**config.mk**
```make
export PLATFORM = sky130hd
export DESIGN_NAME = pe_ctx_sequencer_flat
export DESIGN_NICKNAME = d
export VERILOG_FILES = /design/src/rtl/pe_ctx_sequencer_pkg.sv /design/src/rtl/pe_ctx_sequencer_if.sv /design/src/rtl/pe_ctx_sequencer_ctx_table.sv /design/src/rtl/pe_ctx_sequencer.sv /design/src/flat_wrapper.sv
export SDC_FILE = /design/constraint.sdc
export NUM_CORES = 1
export LEC_CHECK = 0
export BUFFER_PORTS_ARGS = -buffer_cell sky130_fd_sc_hd__buf_2
export CAP_MARGIN = 20
export CORE_MARGIN = 2
export CORE_UTILIZATION = 30
export CTS_BUF_LIST = sky130_fd_sc_hd__clkbuf_4
export CTS_CLUSTER_SIZE = 14
export DETAILED_ROUTE_END_ITERATION = 7
export HOLD_SLACK_MARGIN = 0.15
export SYNTH_ARGS = -nofsm -noshare
export SYNTH_HDL_FRONTEND = slang
export SYNTH_SLANG_ARGS = --single-unit
```
**constraint.sdc**
```tcl
create_clock -name clk -period 1.8 [get_ports clk]
set_input_delay 0.18 -clock clk [delete_from_list [all_inputs] [get_ports clk]]
set_output_delay 0.18 -clock clk [all_outputs]
set_load 0.02 [all_outputs]
```
**src/rtl/pe_ctx_sequencer_pkg.sv**
```systemverilog
// rtl/pe_ctx_sequencer_pkg.sv - shared widths, entry layout and FSM encoding for the context sequencer
package pe_ctx_sequencer_pkg;

    // Global width defaults
    localparam int DATA_W_DEF = 16;
    localparam int NCTX_DEF   = 8;
    localparam int CTX_W_DEF  = 3;
    localparam int CNT_W_DEF  = 8;

    // Entry field positions within a table data word
    localparam int LAST_BIT = DATA_W_DEF - 1;
    localparam int CNT_LSB  = 0;

    typedef enum logic [1:0] {
        ST_IDLE = 2'd0,
        ST_LOAD = 2'd1,
        ST_EXEC = 2'd2,
        ST_FIN  = 2'd3
    } state_e;

endpackage

```
**src/rtl/pe_ctx_sequencer_if.sv**
```systemverilog
// rtl/pe_ctx_sequencer_if.sv - microcontroller and PE-array signal bundle for the context sequencer
interface pe_ctx_sequencer_if
    import pe_ctx_sequencer_pkg::*;
#(
    parameter int CTX_W  = CTX_W_DEF,
    parameter int DATA_W = DATA_W_DEF
);
    logic              run;
    logic              abort;
    logic              tbl_we;
    logic [CTX_W-1:0]  tbl_adr;
    logic [DATA_W-1:0] tbl_wd;
    logic [DATA_W-1:0] tbl_rd;
    logic [CTX_W-1:0]  ctx_sel;
    logic              conf_load;
    logic              arr_en;
    logic              busy;
    logic              done;
    logic              err;

    // Microcontroller side: drives table writes and run/abort, observes everything else
    modport master (
        output run, abort, tbl_we, tbl_adr, tbl_wd,
        input  tbl_rd, ctx_sel, conf_load, arr_en, busy, done, err
    );

    // Sequencer side
    modport slave (
        input  run, abort, tbl_we, tbl_adr, tbl_wd,
        output tbl_rd, ctx_sel, conf_load, arr_en, busy, done, err
    );
endinterface

```
**src/rtl/pe_ctx_sequencer_ctx_table.sv**
```systemverilog
// rtl/pe_ctx_sequencer_ctx_table.sv - NCTX x (last,count) register file, one write and two read ports
module ctx_table
    import pe_ctx_sequencer_pkg::*;
#(
    parameter int NCTX  = NCTX_DEF,
    parameter int CTX_W = CTX_W_DEF,
    parameter int CNT_W = CNT_W_DEF
) (
    input  logic             clk,
    input  logic             rst,
    input  logic             we,
    input  logic [CTX_W-1:0] wadr,
    input  logic             wlast,
    input  logic [CNT_W-1:0] wcnt,
    input  logic [CTX_W-1:0] adr_a,
    output logic             last_a,
    output logic [CNT_W-1:0] cnt_a,
    input  logic [CTX_W-1:0] adr_b,
    output logic             last_b,
    output logic [CNT_W-1:0] cnt_b
);
    // Each word is {last, count}
    logic [CNT_W:0] mem_q [NCTX];
    logic [CNT_W:0] mem_d [NCTX];

    // Next table contents: only the addressed word changes on a write
    always_comb begin
        for (int i = 0; i < NCTX; i++) begin
            mem_d[i] = mem_q[i];
        end
        if (we) begin
            mem_d[wadr] = {wlast, wcnt};
        end
    end

    // Table storage, cleared by reset
    always_ff @(posedge clk) begin
        for (int i = 0; i < NCTX; i++) begin
            if (rst) mem_q[i] <= '0;
            else     mem_q[i] <= mem_d[i];
        end
    end

    assign last_a = mem_q[adr_a][CNT_W];
    assign cnt_a  = mem_q[adr_a][CNT_W-1:0];
    assign last_b = mem_q[adr_b][CNT_W];
    assign cnt_b  = mem_q[adr_b][CNT_W-1:0];
endmodule

```
**src/rtl/pe_ctx_sequencer.sv**
```systemverilog
// rtl/pe_ctx_sequencer.sv - steps the PE array through configuration contexts from an execution table
module pe_ctx_sequencer
    import pe_ctx_sequencer_pkg::*;
#(
    parameter int NCTX   = NCTX_DEF,
    parameter int CTX_W  = CTX_W_DEF,
    parameter int CNT_W  = CNT_W_DEF,
    parameter int DATA_W = DATA_W_DEF
) (
    input  logic               clk,
    input  logic               rst,
    pe_ctx_sequencer_if.slave  bus
);
    state_e           state_q, state_d;
    logic [CTX_W-1:0] ptr_q,   ptr_d;
    logic [CNT_W-1:0] cnt_q,   cnt_d;
    logic             err_q,   err_d;

    logic             last_a, last_b;
    logic [CNT_W-1:0] cnt_a,  cnt_b;
    logic             tbl_we_idle;
    logic             unused_wd_bits;

    // The table is frozen while a sequence runs
    assign tbl_we_idle    = bus.tbl_we && (state_q == ST_IDLE);
    assign unused_wd_bits = ^bus.tbl_wd[DATA_W-2:CNT_W];

    ctx_table #(
        .NCTX  (NCTX),
        .CTX_W (CTX_W),
        .CNT_W (CNT_W)
    ) u_ctx_table (
        .clk    (clk),
        .rst    (rst),
        .we     (tbl_we_idle),
        .wadr   (bus.tbl_adr),
        .wlast  (bus.tbl_wd[DATA_W-1]),
        .wcnt   (bus.tbl_wd[CNT_LSB +: CNT_W]),
        .adr_a  (bus.tbl_adr),
        .last_a (last_a),
        .cnt_a  (cnt_a),
        .adr_b  (ptr_q),
        .last_b (last_b),
        .cnt_b  (cnt_b)
    );

    // Readback word: last flag in the top bit, count in the low bits, rest zero
    always_comb begin
        bus.tbl_rd              = '0;
        bus.tbl_rd[DATA_W-1]    = last_a;
        bus.tbl_rd[CNT_W-1:0]   = cnt_a;
    end

    // Sequencer next state: abort wins over the LOAD/EXEC transitions, pointer never wraps
    always_comb begin
        state_d = state_q;
        ptr_d   = ptr_q;
        cnt_d   = cnt_q;
        err_d   = err_q;
        case (state_q)
            ST_IDLE: begin
                if (bus.run) begin
                    ptr_d   = '0;
                    err_d   = 1'b0;
                    state_d = ST_LOAD;
                end
            end
            ST_LOAD: begin
                cnt_d = cnt_b;
                if (bus.abort) begin
                    state_d = ST_FIN;
                end else if (cnt_b == '0) begin
                    err_d   = 1'b1;
                    state_d = ST_FIN;
                end else begin
                    state_d = ST_EXEC;
                end
            end
            ST_EXEC: begin
                cnt_d = cnt_q - CNT_W'(1);
                if (bus.abort) begin
                    state_d = ST_FIN;
                end else if (cnt_q == CNT_W'(1)) begin
                    if (last_b || (ptr_q == CTX_W'(NCTX - 1))) begin
                        state_d = ST_FIN;
                    end else begin
                        ptr_d   = ptr_q + CTX_W'(1);
                        state_d = ST_LOAD;
                    end
                end
            end
            default: begin
                state_d = ST_IDLE;
            end
        endcase
    end

    // Sequencer state registers
    always_ff @(posedge clk) begin
        if (rst) begin
            state_q <= ST_IDLE;
            ptr_q   <= '0;
            cnt_q   <= '0;
            err_q   <= 1'b0;
        end else begin
            state_q <= state_d;
            ptr_q   <= ptr_d;
            cnt_q   <= cnt_d;
            err_q   <= err_d;
        end
    end

    // Outputs depend only on registered state, so the PE array sees no input-to-output path
    assign bus.ctx_sel   = ptr_q;
    assign bus.conf_load = (state_q == ST_LOAD);
    assign bus.arr_en    = (state_q == ST_EXEC);
    assign bus.busy      = (state_q != ST_IDLE);
    assign bus.done      = (state_q == ST_FIN);
    assign bus.err       = err_q;
endmodule
```
**src/flat_wrapper.sv**
```systemverilog
// flat-port wrapper written by rule: the top's interface ports become plain ports
module pe_ctx_sequencer_flat import pe_ctx_sequencer_pkg::*;
#(
    parameter int NCTX   = NCTX_DEF,
    parameter int CTX_W  = CTX_W_DEF,
    parameter int CNT_W  = CNT_W_DEF,
    parameter int DATA_W = DATA_W_DEF
)
  (clk, rst, bus_run, bus_abort, bus_tbl_we, bus_tbl_adr, bus_tbl_wd, bus_tbl_rd, bus_ctx_sel, bus_conf_load, bus_arr_en, bus_busy, bus_done, bus_err);
  pe_ctx_sequencer_if #(.CTX_W(CTX_W), .DATA_W(DATA_W)) bus_i ();
  input  logic clk;
  input  logic rst;
  input wire logic [$bits(bus_i.run)-1:0] bus_run;
  input wire logic [$bits(bus_i.abort)-1:0] bus_abort;
  input wire logic [$bits(bus_i.tbl_we)-1:0] bus_tbl_we;
  input wire logic [$bits(bus_i.tbl_adr)-1:0] bus_tbl_adr;
  input wire logic [$bits(bus_i.tbl_wd)-1:0] bus_tbl_wd;
  output wire logic [$bits(bus_i.tbl_rd)-1:0] bus_tbl_rd;
  output wire logic [$bits(bus_i.ctx_sel)-1:0] bus_ctx_sel;
  output wire logic [$bits(bus_i.conf_load)-1:0] bus_conf_load;
  output wire logic [$bits(bus_i.arr_en)-1:0] bus_arr_en;
  output wire logic [$bits(bus_i.busy)-1:0] bus_busy;
  output wire logic [$bits(bus_i.done)-1:0] bus_done;
  output wire logic [$bits(bus_i.err)-1:0] bus_err;
  assign bus_i.run = bus_run;
  assign bus_i.abort = bus_abort;
  assign bus_i.tbl_we = bus_tbl_we;
  assign bus_i.tbl_adr = bus_tbl_adr;
  assign bus_i.tbl_wd = bus_tbl_wd;
  assign bus_tbl_rd = bus_i.tbl_rd;
  assign bus_ctx_sel = bus_i.ctx_sel;
  assign bus_conf_load = bus_i.conf_load;
  assign bus_arr_en = bus_i.arr_en;
  assign bus_busy = bus_i.busy;
  assign bus_done = bus_i.done;
  assign bus_err = bus_i.err;
  pe_ctx_sequencer #(.NCTX(NCTX), .CTX_W(CTX_W), .CNT_W(CNT_W), .DATA_W(DATA_W)) u_core (.clk(clk), .rst(rst), .bus(bus_i));
endmodule
```
==> run_results.csv <==
group,metric,value,unit
detailed_routing,drc,0,
logic_synthesis,yosysSeqAreaShare,36.5,%
detailed_routing,vias,4218,
timing,slew_viol_final,0,
power_and_ir_drop,power,5.25,mW
logic_synthesis,synth_top_area_cell,"dfxtp_1",
detailed_routing,antenna_left,0,
logic_synthesis,syn-cell-area,0.00489,mm²
global_route,grt_util_all_layers,16.7,%
floorplan,die_w,132,µm
logic_synthesis,synth.area.top_cells,"dfxtp_1, mux2i_1, nor2_1",
logic_synthesis,synth_cells,494,
min_path,worstHoldPathType,"in2reg",
timing,holdWs,0.433,ns
clock_network,cts_buffers,9,
worst_setup_path,crit_fanout,5,
global_route,grt_overflow,0,
floorplan,coreArea,0.0159,mm²
timing,finalSetupViolCount,20,
timing,worst_slack,-0.266,ns
global_route,grt_pass1_wl,22800,µm
floorplan,die_h,132,µm
worst_setup_path,setup.worst_path.start_class,"flip-flop",
logic_synthesis,synth_top_area_share,36.5,%
timing,max_slew_margin,66.2,%
power_and_ir_drop,powerDensity,790,mW/mm²
timing,post-route-period-util,115,%
flow_run,cap_violations,0,
timing,grt_setup_unrepaired,"yes",
logic_synthesis,netlist_top_cells_count,"nor2_1, mux2i_1, dfxtp_1",
detailed_routing,firstDrtPassIters,4,
worst_setup_path,critPathKind,"reg2reg",
status,status,"finished with violations",
timing,clock.fmax,484,MHz
logic_synthesis,avgSynthCellArea,9.89,µm²
worst_setup_path,required,2.16,ns
floorplan,start_util,30.8,%
detailed_routing,wl_per_cell,17.0,µm
power_and_ir_drop,leakage,2.75,nW
clock_network,worstSkewPairLatency,0.48,ns
clock_network,cts_buffer_depth,2,
floorplan,ios,48,
placed_design,dp_slack,-0.360,ns
finish,final_nets,651,
clock_network,root_buffer,"clkbuf_4",
clock_network,cts_sinks,89,
timing,finalClockSkew,0.0206,ns
detailed_routing,vias_per_cell,5.03,
power_and_ir_drop,ir_drop,0.000650,V
logic_synthesis,post-synth-top-count-cell,"nor2_1",
logic_synthesis,ys_warn_count,0,
global_route,grt_pass1_vias,4213,
detailed_routing,drt-total-wl,14300,µm
worst_setup_path,worstSetupEndpointType,"flip-flop",
status,violations,"setup timing",
timing,finalHoldViolations,0,
worst_setup_path,arrival,2.43,ns
clock_network,ctsHtreeMaxLevel,3,
clock_network,clk_pin_slew,0.14,ns
logic_synthesis,ys.flop_type,"dfxtp_1",
detailed_routing,drt_iter0_drc,420,
timing,worst_pin_slew,0.506,ns
logic_synthesis,synth-async-reset-ratio,0,%
finish,fill_cells,1554,
finish,drive_gt1_share,41.3,%
timing,fin_crit,2.07,ns
logic_synthesis,synth_edf_count,0,
floorplan,fp.dieArea,0.0173,mm²
logic_synthesis,ys_types,54,
global_route,grt_start_max_net_pins,38,
logic_synthesis,ys_ff_latch,89,
clock_network,cts_tree,"built",
global_route,antenna_found_initial,1,
placed_design,hpwlAfterDp,9880,µm
placed_design,gp_congestion,0.825,
floorplan,row_count,46,
placed_design,portBuffers,33,
finish,syn_to_final_growth,36.0,%
-- cell usage in the layout (no fill, tap or decap), types with 3 or more instances in the layout --
cell	synthesis	final
buf_12	0	4
a221o_1	5	5
nand3_1	6	5
o21ai_0	6	3
mux2_2	8	4
mux4_2	14	19
nor2_1	96	94
a22oi_1	4	3
mux4_1	8	3
buf_2	8	25
ha_1	8	5
nand2_1	17	15
mux2i_1	94	88
nor2_2	6	6
mux2_1	3	3
inv_1	7	5
buf_6	1	33
nor2b_1	4	4
conb_1	1	7
mux2i_4	1	5
dfxtp_2	0	20
a22o_1	5	5
dlygate4sd3_1	0	12
nand3b_1	4	4
buf_4	10	84
clkbuf_4	0	13
dfxtp_1	89	67
nand2b_1	7	5
a21oi_1	12	12
mux2_4	0	4
nor3_1	4	3
-- layout make-up --
class	count	area, µm²	share of cell area, %
Antenna cell	1	2.50	0.0377
Sequential cell	89	1810	27.3
Tap cell	216	270	4.07
Timing Repair Buffer	158	1330	20.0
Clock buffer	13	97.6	1.47
Clock inverter	1	5.00	0.0753
Inverter	8	30.0	0.452
Multi-Input combinational cell	353	3100	46.6
-- what timing repair did --
action / CTS / global route
hold buffers: 12 / 0
pin swaps: 11 / 17
endpoints found under the hold margin: 86 / 0
gates resized for setup: 68 / 59
setup buffers: 16 / 10
endpoints found under the setup margin: 24 / 67
-- sequential cells by signal, summed over array words and instances (netlist names), named ones only --
signal                    flops
u_core.bus.ctx_sel            3
u_core.bus.err                1
u_core.state_q                2
u_core.u_ctx_table.mem_q     72
u_core.cnt_q                  8
-- logic make-up (layout without fill, tap and decap cells) --
family                     count (synthesis)  after routing  share of synthesized area [%]
buffers and inverters                     58            180                           5.81
adders and majority gates                  8              8                           2.05
other                                      1              8                         0.0768
and+or+nand+nor                          158            158                           15.0
DFF                                       89             89                           36.5
AOI/OAI and AO/OA                         52             52                           7.55
muxes                                    128            128                           33.0
-- critical path: stages, from the launching register on --
cell,delay [ns]
dfxtp_4,0.39
buf_12,0.12
buf_6,0.09
mux4_2,0.51
mux2i_4,0.18
buf_4,0.14
buf_6,0.08
buf_6,0.08
buf_6,0.08
o22ai_2,0.04
a22oi_1,0.17
nor2_1,0.06
-- path summary, 6_finish.rpt --
path | start | end | slack (ns) | cells after the start
worst min register to register | u_core.u_ctx_table.mem_q[7][4] | u_core.u_ctx_table.mem_q[7][4] | 0.53 | 2
worst max register to register | flip-flop | u_core.cnt_q[2] | -0.27 | 11
worst min-delay path | bus_tbl_we | u_core.u_ctx_table.mem_q[6][6] | 0.43 | 6
worst max-delay path | flip-flop | u_core.cnt_q[2] | -0.27 | 11
-- metrics by stage --
stage                     setup TNS (ns)  std cells  utilization (%)  instance area, µm²
after global placement             -1.77        791             36.7                5830
after CTS                          -2.75        832             40.1                6370
after global routing               -4.83        839             41.8                6640
after detailed placement           -2.05        791             36.7                5830
final                              -2.83        839             41.8                6640
after floorplan                   -0.174        500                -                4920
-- power by group --
part / internal, mW / total (mW) / switching (mW)
logic: 0.962 / 2.05 / 1.09
registers: 2.10 / 2.20 / 0.100
clock network: 0.331 / 1.00 / 0.668
total: 3.39 / 5.25 / 1.86
-- per-layer routing --
layer,wire [µm],share of wire [%],vias to the layer above,global-route usage (%)
met1,6470,45,2096,21.7
met3,670,4.7,20,3.47
met4,238,1.7,0,4.89
met5,0,0,-,0
met2,6910,48,107,28.0
li1,-,-,1995,-
No activity file was read; power rests on OpenSTA's default activity.
